**src/rtl/io_map_pkg.sv**
```systemverilog
// Shared I/O address map and memory-bus command encodings used by the
// MMIO slave, the RAM wrapper and the CPU.
package io_map_pkg;

  localparam logic [8:0] SW_ADDR  = 9'h140;
  localparam logic [8:0] LED_ADDR = 9'h100;
  localparam logic [8:0] HEX_ADDR = 9'h120;

  typedef enum logic [1:0] {
    MNONE  = 2'b00,
    MREAD  = 2'b01,
    MWRITE = 2'b10
  } mem_cmd_e;

endpackage

```
**src/rtl/sw_debounce.sv**
```systemverilog
// Two-flop synchroniser followed by a saturating-counter debouncer.
// The stable output only moves after the synchronised input has matched
// the candidate for a full debounce window.
module sw_debounce #(
  parameter int WIDTH           = 8,
  parameter int DEBOUNCE_CYCLES = 250000,
  parameter int CNT_W           = 23
) (
  input  logic             clk,
  input  logic             reset,
  input  logic [WIDTH-1:0] raw,
  output logic [WIDTH-1:0] stable
);

  localparam logic [CNT_W-1:0] LAST_COUNT = CNT_W'(DEBOUNCE_CYCLES - 1);

  logic [WIDTH-1:0] sync1;
  logic [WIDTH-1:0] sync2;
  logic [WIDTH-1:0] candidate;
  logic [CNT_W-1:0] count;

  // Bring the asynchronous switch inputs into the clock domain.
  always_ff @(posedge clk or negedge reset) begin
    if (!reset) begin
      sync1 <= '0;
      sync2 <= '0;
    end else begin
      sync1 <= raw;
      sync2 <= sync1;
    end
  end

  // Restart the window on any change; publish once the window is full.
  always_ff @(posedge clk or negedge reset) begin
    if (!reset) begin
      candidate <= '0;
      count     <= '0;
      stable    <= '0;
    end else if (sync2 != candidate) begin
      candidate <= sync2;
      count     <= '0;
    end else if (count < LAST_COUNT) begin
      count <= count + 1'b1;
    end else begin
      stable <= candidate;
    end
  end

endmodule

```
**src/rtl/mmio_io_ctrl.sv**
```systemverilog
// Memory-mapped I/O slave: debounced switch readback, LED and display
// registers, and a stretched write-activity indicator on LEDR[9].
module mmio_io_ctrl #(
  parameter int DEBOUNCE_CYCLES = 250000,
  parameter int STRETCH_CYCLES  = 5000000,
  parameter int CNT_W           = 23
) (
  input  logic        clk,
  input  logic        reset,
  input  logic [1:0]  mem_cmd,
  input  logic [8:0]  mem_addr,
  input  logic [15:0] write_data,
  input  logic [7:0]  sw,
  output logic [15:0] read_data,
  output logic        rd_sel,
  output logic [9:0]  ledr,
  output logic [15:0] hex_val
);

  import io_map_pkg::*;

  localparam logic [CNT_W-1:0] STRETCH_LOAD = CNT_W'(STRETCH_CYCLES);

  logic [7:0]       sw_stable;
  logic [7:0]       led_reg;
  logic [15:0]      hex_reg;
  logic [CNT_W-1:0] stretch_cnt;
  logic             is_read;
  logic             is_write;
  logic             led_wr;
  logic             hex_wr;

  sw_debounce #(
    .WIDTH          (8),
    .DEBOUNCE_CYCLES(DEBOUNCE_CYCLES),
    .CNT_W          (CNT_W)
  ) u_sw_debounce (
    .clk   (clk),
    .reset (reset),
    .raw   (sw),
    .stable(sw_stable)
  );

  // Command 2'b11 matches neither encoding, so it falls through as idle.
  assign is_read  = (mem_cmd == MREAD);
  assign is_write = (mem_cmd == MWRITE);
  assign led_wr   = is_write && (mem_addr == LED_ADDR);
  assign hex_wr   = is_write && (mem_addr == HEX_ADDR);

  // Latch CPU stores into the LED and display registers.
  always_ff @(posedge clk or negedge reset) begin
    if (!reset) begin
      led_reg <= '0;
      hex_reg <= '0;
    end else begin
      if (led_wr) led_reg <= write_data[7:0];
      if (hex_wr) hex_reg <= write_data;
    end
  end

  // Retriggerable pulse stretcher for the write-activity LED.
  always_ff @(posedge clk or negedge reset) begin
    if (!reset) begin
      stretch_cnt <= '0;
    end else if (led_wr || hex_wr) begin
      stretch_cnt <= STRETCH_LOAD;
    end else if (stretch_cnt != '0) begin
      stretch_cnt <= stretch_cnt - 1'b1;
    end
  end

  // Zero-latency read decode; rd_sel tells the bus to take our data.
  always_comb begin
    read_data = 16'h0000;
    rd_sel    = 1'b0;
    if (is_read && (mem_addr == SW_ADDR)) begin
      read_data = {8'h00, sw_stable};
      rd_sel    = 1'b1;
    end else if (is_read && (mem_addr == HEX_ADDR)) begin
      read_data = hex_reg;
      rd_sel    = 1'b1;
    end
  end

  assign ledr    = {(stretch_cnt != '0), (sw_stable != 8'h00), led_reg};
  assign hex_val = hex_reg;

endmodule
```
**config.mk**
```make
export PLATFORM = sky130hd
export DESIGN_NAME = mmio_io_ctrl
export DESIGN_NICKNAME = d
export VERILOG_FILES = /design/src/rtl/io_map_pkg.sv /design/src/rtl/sw_debounce.sv /design/src/rtl/mmio_io_ctrl.sv
export SDC_FILE = /design/constraint.sdc
export NUM_CORES = 1
export LEC_CHECK = 0
export BUFFER_PORTS_ARGS = -buffer_cell sky130_fd_sc_hd__clkbuf_2
export CORE_ASPECT_RATIO = 0.6
export CORE_MARGIN = 8
export CORE_UTILIZATION = 35
export CTS_CLUSTER_DIAMETER = 200
export DETAILED_ROUTE_END_ITERATION = 8
export GPL_ROUTABILITY_DRIVEN = 0
export MAX_ROUTING_LAYER = met4
export PLACE_DENSITY = 0.6
export REMOVE_ABC_BUFFERS = 1
export SETUP_SLACK_MARGIN = 0.05
export SYNTH_ARGS = -nofsm -noshare
export SYNTH_HDL_FRONTEND = slang
export SYNTH_SLANG_ARGS = --single-unit
```
**constraint.sdc**
```tcl
create_clock -name clk -period 2.6 [get_ports clk]
set_clock_uncertainty 0.2 [all_clocks]
set_input_delay 0.52 -clock clk [delete_from_list [all_inputs] [get_ports clk]]
set_output_delay 0.52 -clock clk [all_outputs]
set_load 0.02 [all_outputs]
```
# Yosys cells after proc, flatten, opt, wreduce, memory -nomap -nowiden

Cells that the tools add are included.

Flip-flop bits (word level): 102
Bits of input ports: 37
Output and inout port bits: 43
Logic and storage cells: 37

$add $sub $neg: 2
Order comparisons: 1
Eq/ne operators: 6
Multiplexer cells: 8
Bitwise logic cells: 2
Reduce and logical (&&, ||, !) cells: 10

Operator list:

| cell                  | number |
|---|---|
| $mux 23               | 4 |
| $mux 16               | 2 |
| $eq 9x9->1 const B    | 3 |
| $add 23x1->23 const B | 1 |
| $lt 23x18->1 const B  | 1 |
| $reduce_bool 23->1    | 1 |
| $sub 23x1->23 const B | 1 |
| $ne 8x8->1            | 1 |
| $reduce_bool 8->1     | 1 |
| $logic_and 1x1->1     | 4 |
| $reduce_bool 2->1     | 2 |
| $eq 2x1->1 const B    | 1 |
| $eq 2x2->1 const B    | 1 |
| $mux 1                | 2 |
| $not 1->1             | 2 |
| $reduce_and 2->1      | 1 |
| $logic_or 1x1->1      | 1 |

# Depth between registers and ports, before layout

Depth in word-level cells: 4
Depth in mapped cells: 9

# Cells and area by module

A second synthesis with hierarchy kept.

Cell total of the unflattened synthesis: 406
Area total of the unflattened synthesis: 4573.1 µm²

Modules (own cells, without submodules):

| module       | times used | cells each | area an instance (µm²) | sequential area each (µm²) |
|---|---|---|---|---|
| mmio_io_ctrl | 1          | 222        | 2367.3                 | 1176.1 |
| sw_debounce  | 1          | 184        | 2205.9                 | 1376.3 |

# Least setup slack after synthesis

Ideal clock, no wire load.

Kind: in2out
Start point: in mem_addr[3]
End point: out read_data[0]
Data arrival time: 2042 ps
Required time: 1880 ps
Path slack: -162 ps
Cell stages on the path: 6
Path buffers: 0
Cell sequence: nor4_1 -> nand2_1 -> nor3b_1 -> nand2_1 -> nor3b_1 -> a22o_1

Longest elaborated chain between the ends: 4
Elaborated cells on any way between the ends: 6
Classes of those cells: 2 x eq/ne; 2 x mux; 2 x reduce/logical

RTL lines:

| what              | RTL line           | RTL |
|---|---|---|
| from (decl)       | mmio_io_ctrl.sv:11 | `input logic [8:0] mem_addr,` |
| $eq 9x9->1        | mmio_io_ctrl.sv:79 | `end else if (is_read && (mem_addr == HEX_ADDR)) begin` |
| $logic_and 1x1->1 | mmio_io_ctrl.sv:79 |  |
| $mux 16           | mmio_io_ctrl.sv:79 |  |
| $mux 16 *         | mmio_io_ctrl.sv:76 | `if (is_read && (mem_addr == SW_ADDR)) begin` |
| to (decl)         | mmio_io_ctrl.sv:14 | `output logic [15:0] read_data,` |

Mark *: on every way between the ends. The rest lies on a longest branch, timed or not.

# Worst setup path in the final report

Start point: reg stretch_cnt[16]
End point: out ledr[9]

Longest elaborated chain between the ends: 1

RTL lines:

| what                   | RTL line           | RTL |
|---|---|---|
| from (decl)            | mmio_io_ctrl.sv:27 | `logic [CNT_W-1:0] stretch_cnt;` |
| from (signal assigned) | mmio_io_ctrl.sv:68 | `stretch_cnt <= stretch_cnt - 1'b1;` |
| $reduce_bool 23->1     | mmio_io_ctrl.sv:85 | `assign ledr = {(stretch_cnt != '0), (sw_stable != 8'h00), led_reg};` |
| to (decl)              | mmio_io_ctrl.sv:16 | `output logic [9:0] ledr,` |

No other way between the ends.

==> impl_metrics.env <==
export IMPL_use_met1=0.1699
export IMPL_worstMarginPinSlew_ns=0.6056
export IMPL_antenna_found_initial=0
export IMPL_ys_seq_area_frac=0.5800
export IMPL_setup_violations=18
export IMPL_post_place_ws_ns=-0.3737
export IMPL_async_flop_share=1.000
export IMPL_clk_pin_slew_ns=0.07
export IMPL_synth_area_top_cells="dfrtp_1 (58%), mux2_2 (8.2%), xor2_1 (4.8%)"
export IMPL_clock_sinks=102
export IMPL_arrival_ns=2.18
export IMPL_finalCriticalPeriod_ns=2.902
export IMPL_drc=0
export IMPL_grtUsageMet3=0.03628
export IMPL_overflow=0
export IMPL_finalCritPeriodShare=1.116
export IMPL_wl_per_cell_um=15.57
export IMPL_synth_cells=377
export IMPL_area_growth_pct=37.25
export IMPL_die_h_um=102.9
export IMPL_fin_nets=538
export IMPL_floorplan_initialDensity=0.3613
export IMPL_clock_path_buffers=2
export IMPL_status="finished with violations"
export IMPL_path_common_cell="or4_4"
export IMPL_r2r_start="stretch_cnt[16]$_DFFE_PN0P_"
export IMPL_yosysWarnings=0
export IMPL_synth_common_cells="dfrtp_1 (102), nor2_1 (37), mux2_2 (32)"
export IMPL_max_slew_margin=0.5963
export IMPL_end_kind="output pin"
export IMPL_synth_top_area_cell="dfrtp_1"
export IMPL_io_buffer_count=79
export IMPL_crit_path_top_delay_cell="or4_4"
export IMPL_antenna_cells=0
export IMPL_place_hpwl_um=7296
export IMPL_ctsHtreeMaxLevel=3
export IMPL_fmax_mhz=344.6
export IMPL_placed_area_mm2=0.005249
export IMPL_viasPerCell=4.925
export IMPL_rsz0062_at_grt="yes"
export IMPL_synth_top_area_frac=0.5800
export IMPL_slew_violations=0
export IMPL_cp_cell_sequence="or4_4 -> or4_4 -> nor3_4 -> inv_2 -> buf_8"
export IMPL_holdPathEnd="u_sw_debounce.sync1[4]$_DFF_PN0_"
export IMPL_cp_start_kind="flip-flop"
export IMPL_cellPowerDensity_mw_per_mm2=569.4
export IMPL_first_iter_violations=94
export IMPL_clockRootBuffer="clkbuf_16"
export IMPL_layout_setup_ws_ns=-0.3019
export IMPL_synthFlopType="dfrtp_1"
export IMPL_rows=31
export IMPL_hold_viol=0
export IMPL_coreArea_mm2=0.01218
export IMPL_worst_r2r_path_depth=7
export IMPL_reg2reg_slack_ns=0.08
export IMPL_grt_max_degree=44
export IMPL_placedCellCount=642
export IMPL_numCtsBuffers=9
export IMPL_violations="negative setup slack"
export IMPL_synth_edf_count=0
export IMPL_nFillCells=1068
export IMPL_cp_top_family="simple AND/OR/NAND/NOR gates"
export IMPL_cp_num_buf_inv=2
export IMPL_drive_gt1_frac=0.4345
export IMPL_die_area_mm2=0.01653
export IMPL_finalPower_w=0.003439
export IMPL_critPathMaxFanout=2
export IMPL_die_x_um=160.8
export IMPL_final_area_mm2=0.006040
export IMPL_holdCritPathClass="in2reg"
export IMPL_syn_area_per_cell_um2=11.67
export IMPL_vias=3295
export IMPL_ant_nets=0
export IMPL_drt_total_wl_um=10420
export IMPL_vdd_drop_max_v=0.0003430
export IMPL_fin_cells=669
export IMPL_first_global_vias=3333
export IMPL_grt_usage=0.1320
export IMPL_cts_tree="done"
export IMPL_synth_most_common_cell="dfrtp_1"
export IMPL_yosys_register_bits=102
export IMPL_use_met2=0.2062
export IMPL_critPathMaxStageDelay_ns=0.54
export IMPL_clk_latency_ns=0.35
export IMPL_min_delay_start="sw[4]"
export IMPL_syn_area_mm2=0.004400
export IMPL_grt_busiest_layer="met2"
export IMPL_worstPathRequired_ns=1.88
export IMPL_grt_pass1_wl_um=17100
export IMPL_maxCapViolCount=0
export IMPL_dr_pass1_iters=4
export IMPL_hold_path_depth=1
export IMPL_reg2reg_to="stretch_cnt[14]$_DFFE_PN0P_"
export IMPL_crit_type="reg2out"
export IMPL_yosysUniqueCellTypes=42
export IMPL_ios=80
export IMPL_power_leakage_nw=2.782
## metal layers
layer	routed length [um]	up-vias
met4	61	0
met2	4884	70
met1	4985	1654
li1	-	1564
met3	487	7
met5	0	-
## timing repair
action / in CTS / in global routing
pin swaps: 19 / 10
resized for setup: 65 / 39
hold buffers: 1 / 0
buffers inserted: 8 / 4
gates cloned: 0 / 0
setup endpoints to repair: 22 / 58
hold endpoints to repair: 18 / 0
## worst reg2reg max path, cell delays in order, from the launching register on
cell and delay (ns):
dfrtp_1 0.39, or4_4 0.54, or4_4 0.46, buf_4 0.16, o21ai_1 0.35, nor3_2 0.09
xnor2_1 0.15, nand2_1 0.06
## placed cells by master, fill, tap and decap left out, types with 3 or more instances in the layout
master,instances
and2_4,8
inv_1,3
a21oi_1,4
nor3_1,7
clkbuf_2,59
and2_1,4
nand4_1,5
a21oi_2,5
a22o_1,8
mux2_4,7
clkbuf_8,8
nor2_1,35
xor2_1,24
xnor2_1,15
or4_4,5
inv_8,4
buf_4,41
or4_1,3
nor3_2,3
clkbuf_16,9
buf_6,9
nand3_1,12
nor4_4,3
mux2_2,25
or2_2,3
a211oi_1,3
and3_1,12
dfrtp_1,102
nor4_1,10
nand2_1,18
buf_8,11
## cell families after synthesis
logic type | Yosys count | synth area share
muxes | 32 | 0.08189
DFF | 102 | 0.5800
buffers and inverters | 24 | 0.02360
and+or+nand+nor | 146 | 0.1783
xor gates and xnor gates | 39 | 0.07762
AOI/OAI and AO/OA | 32 | 0.05289
adders and majority gates | 2 | 0.005686
## how the worst max path moves through the flow
stage / start / endpoint / slack, ns / cells after the start
2_1_floorplan: stretch_cnt[5]$_DFFE_PN0P_ / ledr[9] / -0.21 / 4
3_3_place_gp: mem_addr[3] / read_data[7] / -0.35 / 10
3_5_place_dp: mem_addr[3] / read_data[3] / -0.37 / 10
4_1_cts: stretch_cnt[16]$_DFFE_PN0P_ / ledr[9] / -0.39 / 5
5_1_grt: stretch_cnt[16]$_DFFE_PN0P_ / ledr[9] / -0.38 / 5
6_report: stretch_cnt[16]$_DFFE_PN0P_ / ledr[9] / -0.30 / 5
## final cells by class
type	instances	area, um2	share of cell area
Sequential cell	102	2552	0.4226
Clock inverter	7	71.32	0.01181
Clock buffer	9	225.2	0.03729
Multi-Input combinational cell	251	1939	0.3211
Tap cell	165	206.4	0.03418
Timing Repair Buffer	131	1030	0.1705
Inverter	4	15.01	0.002486
## power breakdown
group | switching (W) | total (W) | leakage [nW] | internal (W)
combinational | 0.000200 | 0.000386 | 1.36 | 0.000186
sequential | 0.0000503 | 0.00172 | 1.27 | 0.00167
clock | 0.000647 | 0.00133 | 0.148 | 0.000685
## through the flow
step / hold WS (ns) / util / setup TNS, ns
2_1_floorplan: 0.02441 / - / -1.813
4_1_cts: 0.05998 / 0.4817 / -2.962
5_1_grt: 0.05546 / 0.4959 / -4.630
3_5_place_dp: 0.1347 / 0.4310 / -4.833
3_3_place_gp: 0.1322 / 0.4310 / -4.611
6_report: 0.07479 / 0.4959 / -3.067
Note: power is estimated with default switching activity, not from simulation.
